--- config.mk ---
export PLATFORM = sky130hd
export DESIGN_NAME = pet_stats
export DESIGN_NICKNAME = d
export VERILOG_FILES = /design/src/rtl/pet_pkg.sv /design/src/rtl/pet_stats_edge_pulse.sv /design/src/rtl/pet_stats.sv
export SDC_FILE = /design/constraint.sdc
export NUM_CORES = 1
export LEC_CHECK = 0
export ABC_AREA = 1
export BUFFER_PORTS_ARGS = -buffer_cell sky130_fd_sc_hd__buf_2
export CORE_MARGIN = 3
export CORE_UTILIZATION = 50
export DETAILED_ROUTE_END_ITERATION = 16
export PLACE_DENSITY_LB_ADDON = 0.25
export SETUP_SLACK_MARGIN = 0.02
export SLEW_MARGIN = 40
export SYNTH_ARGS = -nofsm -noshare
export SYNTH_HDL_FRONTEND = slang
export SYNTH_SLANG_ARGS = --single-unit
export TNS_END_PERCENT = 1
--- constraint.sdc ---
create_clock -name clk -period 2.6 [get_ports clk]
set_clock_uncertainty 0.2 [all_clocks]
set_input_delay 0.13 -clock clk [delete_from_list [all_inputs] [get_ports clk]]
set_output_delay 0.13 -clock clk [all_outputs]
set_load 0.1 [all_outputs]
--- src/rtl/pet_pkg.sv ---
// Shared constants, state encodings and stat arithmetic for the pet stat engine.
package pet_pkg;

    localparam logic [2:0] MAX_VAL         = 3'd5;
    localparam logic [2:0] FEED_INC        = 3'd2;
    localparam logic [2:0] PLAY_INC        = 3'd2;
    localparam logic [2:0] PLAY_SLEEP_COST = 3'd1;
    localparam logic [2:0] HEAL_INC        = 3'd1;

    typedef enum logic [2:0] {
        ALIVE    = 3'd0,
        SLEEPING = 3'd1,
        DEAD     = 3'd2
    } pet_state_e;

    // clamp(old + inc - dec, 0, MAX_VAL); operands stay small enough for a 4-bit signed sum
    function automatic logic [2:0] sat_add(input logic [2:0] old_val,
                                           input logic [2:0] inc,
                                           input logic [2:0] dec);
        logic signed [3:0] sum;
        sum = $signed({1'b0, old_val}) + $signed({1'b0, inc}) - $signed({1'b0, dec});
        if (sum < 4'sd0) begin
            return '0;
        end else if (sum > $signed({1'b0, MAX_VAL})) begin
            return MAX_VAL;
        end else begin
            return sum[2:0];
        end
    endfunction

    function automatic logic [2:0] stat_min3(input logic [2:0] a,
                                             input logic [2:0] b,
                                             input logic [2:0] c);
        logic [2:0] m;
        m = (a < b) ? a : b;
        return (c < m) ? c : m;
    endfunction

endpackage

--- src/rtl/pet_stats_edge_pulse.sv ---
// Synchronous rising-edge detector: one-cycle pulse when the input goes from 0 to 1.
module edge_pulse (
    input  logic clk,
    input  logic rst,
    input  logic in,
    output logic pulse
);

    logic in_q;
    logic in_d;

    always_comb begin
        in_d = in;
    end

    always_ff @(posedge clk) begin
        if (rst) begin
            in_q <= 1'b0;
        end else begin
            in_q <= in_d;
        end
    end

    assign pulse = in & ~in_q;

endmodule

--- src/rtl/pet_stats.sv ---
// Pet need stats: tick prescaler, per-stat decay counters, button actions and life-state machine.
module pet_stats
    import pet_pkg::*;
#(
    parameter int unsigned TICK_DIV     = 50_000_000,
    parameter int unsigned FOOD_DECAY   = 10,
    parameter int unsigned SLEEP_DECAY  = 15,
    parameter int unsigned FUN_DECAY    = 8,
    parameter int unsigned HEALTH_DECAY = 5,
    parameter int unsigned SLEEP_GAIN   = 3
) (
    input  logic       clk,
    input  logic       rst,
    input  logic       btn_feed,
    input  logic       btn_play,
    input  logic       btn_sleep,
    input  logic       btn_heal,
    output logic [2:0] food,
    output logic [2:0] sleep,
    output logic [2:0] fun,
    output logic [2:0] happy,
    output logic [2:0] health,
    output logic [2:0] pet_state,
    output logic       tick
);

    localparam int unsigned PW = (TICK_DIV > 1) ? $clog2(TICK_DIV) : 1;
    localparam int unsigned CW = 16;

    // Returns {request, next_count}; the request fires on the tick that completes a period.
    function automatic logic [CW:0] cnt_step(input logic [CW-1:0] cnt,
                                             input int unsigned   period,
                                             input logic          adv);
        if (!adv) begin
            return {1'b0, cnt};
        end
        if (cnt >= CW'(period - 1)) begin
            return {1'b1, {CW{1'b0}}};
        end
        return {1'b0, cnt + CW'(1)};
    endfunction

    logic feed_p, play_p, sleep_p, heal_p;

    edge_pulse u_edge_feed  (.clk(clk), .rst(rst), .in(btn_feed),  .pulse(feed_p));
    edge_pulse u_edge_play  (.clk(clk), .rst(rst), .in(btn_play),  .pulse(play_p));
    edge_pulse u_edge_sleep (.clk(clk), .rst(rst), .in(btn_sleep), .pulse(sleep_p));
    edge_pulse u_edge_heal  (.clk(clk), .rst(rst), .in(btn_heal),  .pulse(heal_p));

    logic [PW-1:0] pre_q, pre_d;
    logic          tick_q, tick_d;
    logic [CW-1:0] food_cnt_q, food_cnt_d;
    logic [CW-1:0] sleep_cnt_q, sleep_cnt_d;
    logic [CW-1:0] fun_cnt_q, fun_cnt_d;
    logic [CW-1:0] health_cnt_q, health_cnt_d;
    logic [CW-1:0] gain_cnt_q, gain_cnt_d;
    logic [2:0]    food_q, food_d;
    logic [2:0]    sleep_q, sleep_d;
    logic [2:0]    fun_q, fun_d;
    logic [2:0]    health_q, health_d;
    logic [2:0]    happy_q, happy_d;
    pet_state_e    state_q, state_d;

    logic active, awake, sleeping, any_zero;
    logic feed_act, play_act, heal_act;
    logic food_dec, sleep_dec, fun_dec, health_dec, gain_inc;
    logic [2:0] sleep_cost;

    always_comb begin
        pre_d  = (pre_q == PW'(TICK_DIV - 1)) ? '0 : pre_q + PW'(1);
        tick_d = (pre_q == PW'(TICK_DIV - 1));

        active   = (state_q != DEAD);
        awake    = (state_q == ALIVE);
        sleeping = (state_q == SLEEPING);
        any_zero = (food_q == '0) | (sleep_q == '0) | (fun_q == '0);

        feed_act = feed_p & awake;
        play_act = play_p & awake;
        heal_act = heal_p & active;

        {food_dec, food_cnt_d}     = cnt_step(food_cnt_q, FOOD_DECAY, tick_q & active);
        {fun_dec, fun_cnt_d}       = cnt_step(fun_cnt_q, FUN_DECAY, tick_q & active);
        {sleep_dec, sleep_cnt_d}   = cnt_step(sleep_cnt_q, SLEEP_DECAY, tick_q & awake);
        {health_dec, health_cnt_d} = cnt_step(health_cnt_q, HEALTH_DECAY,
                                              tick_q & active & any_zero);
        if (active && !any_zero) begin
            health_cnt_d = '0;
        end
        {gain_inc, gain_cnt_d} = cnt_step(gain_cnt_q, SLEEP_GAIN, tick_q & sleeping);
        if (awake && sleep_p) begin
            gain_cnt_d = '0;
        end

        // With the pet dead every inc/dec term is zero, so sat_add leaves stats unchanged.
        sleep_cost = (play_act ? PLAY_SLEEP_COST : 3'd0) + {2'b00, sleep_dec};
        food_d     = sat_add(food_q, feed_act ? FEED_INC : 3'd0, {2'b00, food_dec});
        fun_d      = sat_add(fun_q, play_act ? PLAY_INC : 3'd0, {2'b00, fun_dec});
        sleep_d    = sat_add(sleep_q, {2'b00, gain_inc}, sleep_cost);
        health_d   = sat_add(health_q, heal_act ? HEAL_INC : 3'd0, {2'b00, health_dec});

        state_d = state_q;
        case (state_q)
            ALIVE: begin
                if (health_q == '0) begin
                    state_d = DEAD;
                end else if (sleep_p) begin
                    state_d = SLEEPING;
                end
            end
            SLEEPING: begin
                if (health_q == '0) begin
                    state_d = DEAD;
                end else if (sleep_p || sleep_q == MAX_VAL) begin
                    state_d = ALIVE;
                end
            end
            DEAD:    state_d = DEAD;
            default: state_d = ALIVE;
        endcase

        happy_d = (state_d == DEAD) ? '0 : stat_min3(food_q, sleep_q, fun_q);
    end

    always_ff @(posedge clk) begin
        if (rst) begin
            pre_q        <= '0;
            tick_q       <= 1'b0;
            food_cnt_q   <= '0;
            sleep_cnt_q  <= '0;
            fun_cnt_q    <= '0;
            health_cnt_q <= '0;
            gain_cnt_q   <= '0;
            food_q       <= MAX_VAL;
            sleep_q      <= MAX_VAL;
            fun_q        <= MAX_VAL;
            health_q     <= MAX_VAL;
            happy_q      <= MAX_VAL;
            state_q      <= ALIVE;
        end else begin
            pre_q        <= pre_d;
            tick_q       <= tick_d;
            food_cnt_q   <= food_cnt_d;
            sleep_cnt_q  <= sleep_cnt_d;
            fun_cnt_q    <= fun_cnt_d;
            health_cnt_q <= health_cnt_d;
            gain_cnt_q   <= gain_cnt_d;
            food_q       <= food_d;
            sleep_q      <= sleep_d;
            fun_q        <= fun_d;
            health_q     <= health_d;
            happy_q      <= happy_d;
            state_q      <= state_d;
        end
    end

    assign food      = food_q;
    assign sleep     = sleep_q;
    assign fun       = fun_q;
    assign health    = health_q;
    assign happy     = happy_q;
    assign pet_state = state_q;
    assign tick      = tick_q;

endmodule

* After elaboration in Yosys (flattened, before gate mapping)
Index checks and enable logic that the tools add are counted.
Word-level totals: bits in registers 129, input port bits 6, output and inout port bits 19
Operators by class: eq/ne operators 6, bitwise operators 17, reduce and logical (&&, ||, !) cells 17, mux-type cells 50, magnitude comparators 15, $add $sub $neg 15
Operators with widths (number):
- 2-to-1 mux 17 bit | 20
- adder 16 x 1 -> 16 bit (second input constant) | 5
- 2-to-1 mux 3 bit | 15
- >= comparator 16 x 3 -> 1 bit (second input constant) | 2
- >= comparator 16 x 4 -> 1 bit (second input constant) | 2
- adder 26 x 1 -> 26 bit (second input constant) | 1
- == test 26 bit (second input constant) | 1
- >= comparator 16 x 2 -> 1 bit (second input constant) | 1
- > comparator 4 bit (second input constant) | 4
- < comparator 4 x 1 -> 1 bit (second input constant) | 4
- logical NOT 3 bit | 5
- 2-to-1 mux 1 bit | 12
- OR reduction 3 bit | 4
- subtractor 4 x 2 -> 4 bit | 3
- AND 1 bit | 11
- one-hot mux 3 bit (3 select lines) | 1
- adder 3 x 1 -> 4 bit | 2
- adder 3 x 2 -> 4 bit | 2
- OR reduction 2 bit | 4
- == test 3 x 2 -> 1 bit (second input constant) | 2
- < comparator 3 bit | 2
- 2-to-1 mux 2 bit | 2
- NOT 1 bit | 4
- subtractor 4 x 3 -> 4 bit | 1
- 8 further kinds | 10

* Longest topological paths before layout
Gate-level depths: netlist of the first run.
depth after elaboration 12, mapped depth 17, depth with buffers taken out 17

* Hierarchy
From an unflattened synthesis of the first run, not the netlist that was laid out.
Second synthesis, totals: cell total of the unflattened synthesis 730, area, all modules 5695.5 um^2
Modules (own cells, without submodules):
- pet_stats | cells an instance 714, times used 1, area an instance 5570.3 um^2
- edge_pulse | cells an instance 4, times used 4, area an instance 31.3 um^2

* Worst setup path after synthesis of the first run
OpenSTA, ideal clock, no wires.
path kind register to register, start reg tick_q, in the netlist tick, end reg sleep_q[0], in the netlist sleep[0], arrival 3.151 ns, data required time 2.281 ns, slack -0.870 ns, setup time 0.119 ns, stages on the path, launching flop included 15, clock period less this slack 3.470 ns, path through dfxtp_1 -> inv_1 -> nor2_2 -> nand2_1 -> inv_1 -> ha_1 -> ha_1 -> inv_1 -> ha_1 -> inv_1 -> fa_1 -> xor2_1 -> nor2_1 -> o31ai_1 -> inv_1
Between the ends: cells in the longest elaborated chain, start to end 7, elaborated cells on any way between the ends 11, classes of those cells add/sub: 3; order compare: 2; mux: 4; bitwise: 2
RTL lines:
- start: declaration | line pet_stats.sv:51 | logic tick_q, tick_d;
- start signal: assignment | line pet_stats.sv:142 | tick_q <= tick_d;
- AND 1 bit, on equally long branches | line pet_stats.sv:90, pet_stats.sv:84
- 2-to-1 mux 17 bit | line pet_stats.sv:37 | if (cnt >= CW'(period - 1)) begin
- adder 3 x 1 -> 4 bit / adder 1 x 1 -> 2 bit (equally long branches) | line pet_pkg.sv:21, pet_stats.sv:96
- subtractor 4 x 3 -> 4 bit * | line pet_pkg.sv:21 | sum = $signed({1'b0, old_val}) + $signed({1'b0, inc}) - $signed({1'b0, dec});
- > comparator 4 bit | line pet_pkg.sv:24 | end else if (sum > $signed({1'b0, MAX_VAL})) begin
- 2-to-1 mux 3 bit | line pet_pkg.sv:24
- 2-to-1 mux 3 bit * | line pet_pkg.sv:22 | if (sum < 4'sd0) begin
- end signal: assignment | line pet_stats.sv:149 | sleep_q <= sleep_d;
- end: declaration | line pet_stats.sv:58 | logic [2:0] sleep_q, sleep_d;
Every way passes the cells marked *; elsewhere a longest branch is shown, timed or not. A chain may end at the register's enable or synchronous reset.

* Worst setup path in the final report of the first run
start reg sleep_cnt_q[0], end reg sleep_q[0], in the netlist sleep[0]
Between the ends: cells in the longest elaborated chain, start to end 10, elaborated cells on any way between the ends 12, classes of those cells add/sub: 2; order compare: 3; mux: 7
RTL lines:
- start: declaration | line pet_stats.sv:53 | logic [CW-1:0] sleep_cnt_q, sleep_cnt_d;
- start signal: assignment | line pet_stats.sv:144 | sleep_cnt_q <= sleep_cnt_d;
- >= comparator 16 x 4 -> 1 bit * | line pet_stats.sv:37
- 2-to-1 mux 1 bit (2 in a row) | line pet_stats.sv:37
- 2-to-1 mux 17 bit * | line pet_stats.sv:40 | return {1'b0, cnt + CW'(1)};
- 2-to-1 mux 17 bit * | line pet_stats.sv:37
- adder 1 x 1 -> 2 bit * | line pet_stats.sv:96 | sleep_cost = (play_act ? PLAY_SLEEP_COST : 3'd0) + {2'b00, sleep_dec};
- subtractor 4 x 3 -> 4 bit * | line pet_pkg.sv:21
- > comparator 4 bit | line pet_pkg.sv:24
- 2-to-1 mux 3 bit | line pet_pkg.sv:24
- 2-to-1 mux 3 bit * | line pet_pkg.sv:22
Every way passes the cells marked *; elsewhere a longest branch is shown, timed or not. The select of a mux whose other input is x is not followed.

==> flow_summary.yaml, run 1 <==
clocking:
  cts_tree: "yes"
  clk_pin_slew_ps: 50
  htreeDepth: 4
  clockBufferDepth: 2
  cts_root_buffer: "clkbuf_16"
  cts.sinks: 129
  cts_buffers: 17
  clock_latency_ps: 410
die:
  dieArea_sq_um: 12790
  fp.coreArea_sq_um: 11030
  start_util_pct: 51.99
  rows: 38
  io_pins: 25
  die_y_microns: 113.1
  die_w_microns: 113.1
synth:
  synthCells: 739
  synth_fp_nets: 781
  syn-cell-area_sq_um: 5734
  avgSynthCellArea_sq_um: 7.759
  synth_area_leader_cell: "dfxtp_1"
  yosysWarnings: 0
  synth.ff_latch_count: 129
  synth.area.top_cells: "dfxtp_1 (45%), nand2_1 (9.2%), inv_1 (7.5%)"
  synth_top_area_share_pct: 45.04
  ys_types: 40
  ys_seq_area_share_pct: 45.04
placed_design:
  port_buffers: 24
  place_congestion: 0.9289
  hpwl_microns: 8457
flow_run:
  maxCapViolCount: 0
setup_path:
  cp-end-kind: "flip-flop"
  arrival_ps: 2860
  startpoint_type: "flip-flop"
  critical_path_class: "reg2reg"
  r2r_cells: 16
  rr_startpoint: "sleep_cnt_q[0]$_SDFFE_PP0P_"
  rr_endpoint: "sleep[0]$_SDFF_PP1_"
  r2r_slack_ps: -160
  cp_max_fo: 2
  required_ps: 2700
sta:
  max_freq_ghz: 0.3619
  timing_max_transition_violations_final: 0
  finalSetupViolations: 3
  tns_ps: -267.6
  worst_pin_slew_ps: 512.1
  final-hold-violation-count: 0
  worst_slack_ps: -163.1
  rsz0062_at_grt: "yes"
  slew_headroom_pct: 66.09
  period_share_pct: 106.3
  fin_crit_ps: 2763
  hold_ws_ps: 240.1
pwr:
  cellPowerDensity_nw_per_um2: 901.0
  ir_worst_vdd_v: 0.001150
  p_leak_nw: 2.954
route:
  drtAntennaViolNets: 0
  vias: 4744
  routed_wl_microns: 11710
  via_per_inst: 4.947
  dr.pass1.iters: 5
  drtIter0Drc: 245
  drc: 0
  routedWlPerCell_microns: 12.21
global_route:
  grt_max_degree: 37
  antenna_found_initial: 0
  grt_pass1_vias: 4678
  grt_pass1_wl_microns: 20100
  track_usage_pct: 19.31
  overflow: 0
finish:
  fin_util_pct: 63.99
  diodes: 0
  drive_above_1_share_pct: 19.29
  final_nets: 848
  syn_to_final_growth_pct: 23.09
  fillers: 889
hold_path:
  hold_path_class: "reg2reg"
  min_from: "fun_cnt_q[14]$_SDFFE_PP0P_"
  min_to: "fun_cnt_q[14]$_SDFFE_PP0P_"
  hold_depth: 2
outcome:
  status: "finished with violations"
  violations: "negative setup slack"
## state kept, by name, summed over array words and instances, names as in the netlist
register	flops
pre_q	26
food_cnt_q	16
fun_cnt_q	16
gain_cnt_q	16
health_cnt_q	16
sleep_cnt_q	16
food	3
fun	3
happy	3
health	3
pet_state	3
sleep	3
tick	1
u_edge_feed.in_q	1
u_edge_heal.in_q	1
u_edge_play.in_q	1
u_edge_sleep.in_q	1
## worst max-delay path: stages (launching register included)
cell and delay, ps:
dfxtp_2 330, inv_2 50, ha_4 150, o21ai_2 100, nand4_1 110, nand2_1 120
inv_2 50, ha_4 240, ha_4 240, inv_4 60, ha_4 120, inv_2 40
fa_2 370, xor2_2 150, nor2_1 60, o31ai_1 220, inv_1 50
## cell usage in the layout (no fill, tap or decap), drive strengths merged
cell,instances
or3,3
nor3b,1
nand3b,2
dlygate4sd3,8
xor2,13
clkinv,6
clkinvlp,2
fa,4
nand2,146
nand3,31
xnor2,6
o21bai,1
a41oi,1
a31oi,1
a21oi,27
o21ai,18
nand4,17
bufinv,1
nor2,107
dfxtp,129
ha,32
or2,10
nor4,9
buf,54
o31ai,3
clkbuf,24
inv,118
nor3,44
conb,1
## how the worst max path moves through the flow
stage	slack, ps	start	endpoint	cells after the start
2_1_floorplan	-280	pet_state[1]$_SDFF_PP0_	sleep[0]$_SDFF_PP1_	14
3_3_place_gp	-350	sleep_cnt_q[0]$_SDFFE_PP0P_	sleep[0]$_SDFF_PP1_	15
3_5_place_dp	-390	sleep_cnt_q[0]$_SDFFE_PP0P_	sleep[0]$_SDFF_PP1_	15
4_1_cts	-250	sleep_cnt_q[0]$_SDFFE_PP0P_	sleep[0]$_SDFF_PP1_	15
5_1_grt	-300	sleep_cnt_q[0]$_SDFFE_PP0P_	sleep[0]$_SDFF_PP1_	16
6_report	-160	sleep_cnt_q[0]$_SDFFE_PP0P_	sleep[0]$_SDFF_PP1_	16
## area by class of cell
class                      instances  area (sq um)  share of cell area (%)
multi-input combinational        477          2793                   39.57
timing repair buffer              62         425.4                   6.027
clock inverter                     8         71.32                   1.010
inverter                         119         449.2                   6.364
tap                              140         175.2                   2.482
sequential                       129          2620                   37.12
clock buffer                      24         524.3                   7.428
## cell usage after synthesis, drive strengths merged
cell / instances
xnor2: 6
o21ai: 18
nor2: 107
nor3: 44
nand4: 17
nand3b: 2
fa: 4
a41oi: 1
clkbuf: 3
clkinv: 2
xor2: 13
nand3: 31
ha: 32
o21bai: 1
buf: 11
or2: 10
a31oi: 1
dfxtp: 129
nor4: 9
o31ai: 3
nand2: 146
a21oi: 27
inv: 117
nor3b: 1
conb: 1
or3: 3
## layer usage
metal	GRT usage, %	vias to the layer above	share of wire [%]
met2	33.25	91	49
met4	10.26	0	2.8
li1	-	2465	-
met3	4.118	32	3.7
met5	0	-	0
met1	22.45	2156	44
## where the power goes
| group | internal [mW] | switching, mW |
|---|---|---|
| logic | 0.527 | 1.35 |
| clock network | 1.50 | 0.822 |
| registers | 2.09 | 0.0732 |
| total | 4.12 | 2.24 |
## cells by family (layout without fill, tap and decap cells)
family,after synthesis,in the layout,share of synthesized area [%]
flip-flops,129,129,45.04
XOR/XNOR,19,19,2.902
adder cells (fa/ha/maj),36,36,8.379
AND/OR/NAND/NOR,370,370,29.15
AO/OA/AOI/OAI,51,51,5.368
buffers and inverters,133,213,9.099
other,1,1,0.06540
## through the flow
stage | instances | power (mW) | area (sq um) | setup slack [ps]
after detailed placement | 918 | 3.976 | 6231 | -394.3
after CTS | 958 | 6.323 | 6932 | -252.6
after global routing | 959 | 6.694 | 7058 | -296.5
final | 959 | 6.359 | 7058 | -163.1
after global placement | 918 | 3.902 | 6231 | -351.6
after floorplan | 739 | 3.585 | 5793 | -278.2
## what timing repair did
action | in CTS | in global routing
hold buffers | 8 | 0
pin swaps | 9 | 8
endpoints found under the setup margin | 10 | 14
gates resized for setup | 14 | 24
setup buffers | 0 | 1
hold endpoints to repair | 8 | 0
Note: power is estimated with default switching activity, not from simulation.
==> run 2: changes to the inputs <==
- SETUP_SLACK_MARGIN: 0.02 -> 0.4
==> run 2 against run 1 <==
  * The flow still finishes with violations (negative setup slack)
  * Wire length up 2.4%
  * Flip-flop and latch count unchanged
  * Global-route usage up 0.37 points
  * First-iteration DRC count down 2.4%
  * Fmax down 0.13%
  * Worst hold slack about the same
  * Via count up 0.48%
  * Sequential share of layout area down 0.39 points
  * Critical path type unchanged
==> flow_summary.yaml, run 2 (synthesis results as in run 1) <==
setup_path:
  required_ps: 2700
  rr_endpoint: "sleep[0]$_SDFF_PP1_"
  path_buf_inv: 5
  slowest_stage: "fa_2"
  crit_chain: "inv_2, ha_4, o21ai_2, nand4_1, nand2_1, inv_2, ha_4, ha_4, inv_4, ha_4, inv_2, fa_2, xor2_2, nor2_1, o31ai_1, inv_1"
  crit_family: "adder cells"
  cp_max_fo: 2
  cp_common_cell: "ha_4"
  crit_end: "sleep[0]$_SDFF_PP1_"
  r2r_slack_ps: -170
  cp-end-kind: "flip-flop"
  crit_path_max_incr_delay_ps: 370
  arrival_ps: 2860
  startpoint_type: "flip-flop"
  r2r_cells: 16
  rr_startpoint: "sleep_cnt_q[0]$_SDFFE_PP0P_"
  cp-startpoint: "sleep_cnt_q[0]$_SDFFE_PP0P_"
  cp.depth: 16
  critical_path_class: "reg2reg"
placed_design:
  dp.cells: 918
  place_congestion: 0.9289
  port_buffers: 24
  dpl_cell_area_sq_um: 6231
  pre_cts_ws_ps: -394.3
  hpwl_microns: 8457
sta:
  worst_slack_ps: -166.7
  tns_ps: -280.0
  slew_headroom_pct: 65.86
  fin_crit_ps: 2767
  hold_ws_ps: 240.5
  rsz0062_at_grt: "yes"
  final-hold-violation-count: 0
  worst_pin_slew_ps: 515.7
  finalSetupViolations: 3
  max_freq_ghz: 0.3614
  timing_max_transition_violations_final: 0
  period_share_pct: 106.4
hold_path:
  hold_depth: 2
  hold_path_class: "reg2reg"
outcome:
  status: "finished with violations"
  violations: "negative setup slack"
global_route:
  antenna_found_initial: 0
  grt_pass1_wl_microns: 20460
  grt_pass1_vias: 4727
  overflow: 0
  track_usage_pct: 19.68
  grt_max_degree: 37
die:
  die_w_microns: 113.1
  die_y_microns: 113.1
  start_util_pct: 51.99
  fp.coreArea_sq_um: 11030
  dieArea_sq_um: 12790
  io_pins: 25
  rows: 38
pwr:
  p_leak_nw: 2.957
  p_total_mw: 6.456
  cellPowerDensity_nw_per_um2: 904.8
  ir_worst_vdd_v: 0.001088
finish:
  fin_cells: 959
  layout_common_cells: "nand2_1 (135), dfxtp_1 (112), inv_1 (105)"
  mostFrequentLayoutCell: "nand2_1"
  drive_above_1_share_pct: 21.86
  largest_reg_flops: 26
  final_nets: 848
  fin_area_sq_um: 7136
  top_register: "pre_q"
  fin_util_pct: 64.69
  diodes: 0
  syn_to_final_growth_pct: 24.44
  fillers: 877
clocking:
  clk_pin_slew_ps: 50
  cts_tree: "yes"
  clock_latency_ps: 410
  htreeDepth: 4
  cts_buffers: 17
  cts_root_buffer: "clkbuf_16"
  clockBufferDepth: 2
  cts.sinks: 129
route:
  dr.pass1.iters: 4
  via_per_inst: 4.971
  drc: 0
  drtAntennaViolNets: 0
  routedWlPerCell_microns: 12.51
  vias: 4767
  drtIter0Drc: 239
  routed_wl_microns: 11990
flow_run:
  maxCapViolCount: 0
==> run 2: cell count changes in the layout (fill, tap and decap cells not counted), moves of 2 or more <==
cell	delta
ha_1	-5
inv_2	+4
ha_4	+2
nand2_2	+4
inv_1	-5
ha_2	+3
nand2_1	-4
==> run 2: layer usage <==
metal  track usage [%]  part of all wire [%]  vias to the layer above
met3             4.118                   3.2                       24
met5                 0                     0                        -
met2             34.20                    51                       89
met4             10.34                   2.2                        0
li1                  -                     -                     2465
met1             22.72                    44                     2189
==> run 2: how the worst min path moves through the flow <==
stage                              endpoint                        from  slack, ps
3_5_place_dp   u_edge_sleep.in_q$_SDFF_PP0_                   btn_sleep        160
2_1_floorplan  u_edge_sleep.in_q$_SDFF_PP0_                   btn_sleep         50
6_report          fun_cnt_q[9]$_SDFFE_PP0P_   fun_cnt_q[9]$_SDFFE_PP0P_        240
4_1_cts          fun_cnt_q[14]$_SDFFE_PP0P_  fun_cnt_q[14]$_SDFFE_PP0P_        240
5_1_grt          food_cnt_q[6]$_SDFFE_PP0P_  food_cnt_q[6]$_SDFFE_PP0P_        260
3_3_place_gp   u_edge_sleep.in_q$_SDFF_PP0_                   btn_sleep        160
==> run 2: worst min-delay path, stage by stage, from the launching register on <==
cell and delay (ps):
dfxtp_1 310, nand2_1 60, nor2_1 30
==> run 2: power breakdown <==
| part | internal (mW) | switching, mW |
|---|---|---|
| registers | 2.09 | 0.0784 |
| logic | 0.564 | 1.40 |
| clock network | 1.50 | 0.824 |
| total | 4.15 | 2.30 |
==> run 2: layout make-up <==
type | instances | area, sq um | area share (%)
clock inverters | 8 | 71.32 | 0.9995
inverters | 119 | 451.7 | 6.330
well taps | 140 | 175.2 | 2.455
multi-input cells | 477 | 2863 | 40.12
flip-flops and latches | 129 | 2621 | 36.74
repair buffers | 62 | 429.2 | 6.014
clock buffers | 24 | 524.3 | 7.347
==> run 2: timing repair <==
action	in CTS	in global routing
gates resized for setup	40	22
buffers inserted	0	1
hold buffers	8	0
endpoints found under the hold margin	8	0
setup endpoints to repair	15	15
pin swaps	30	10
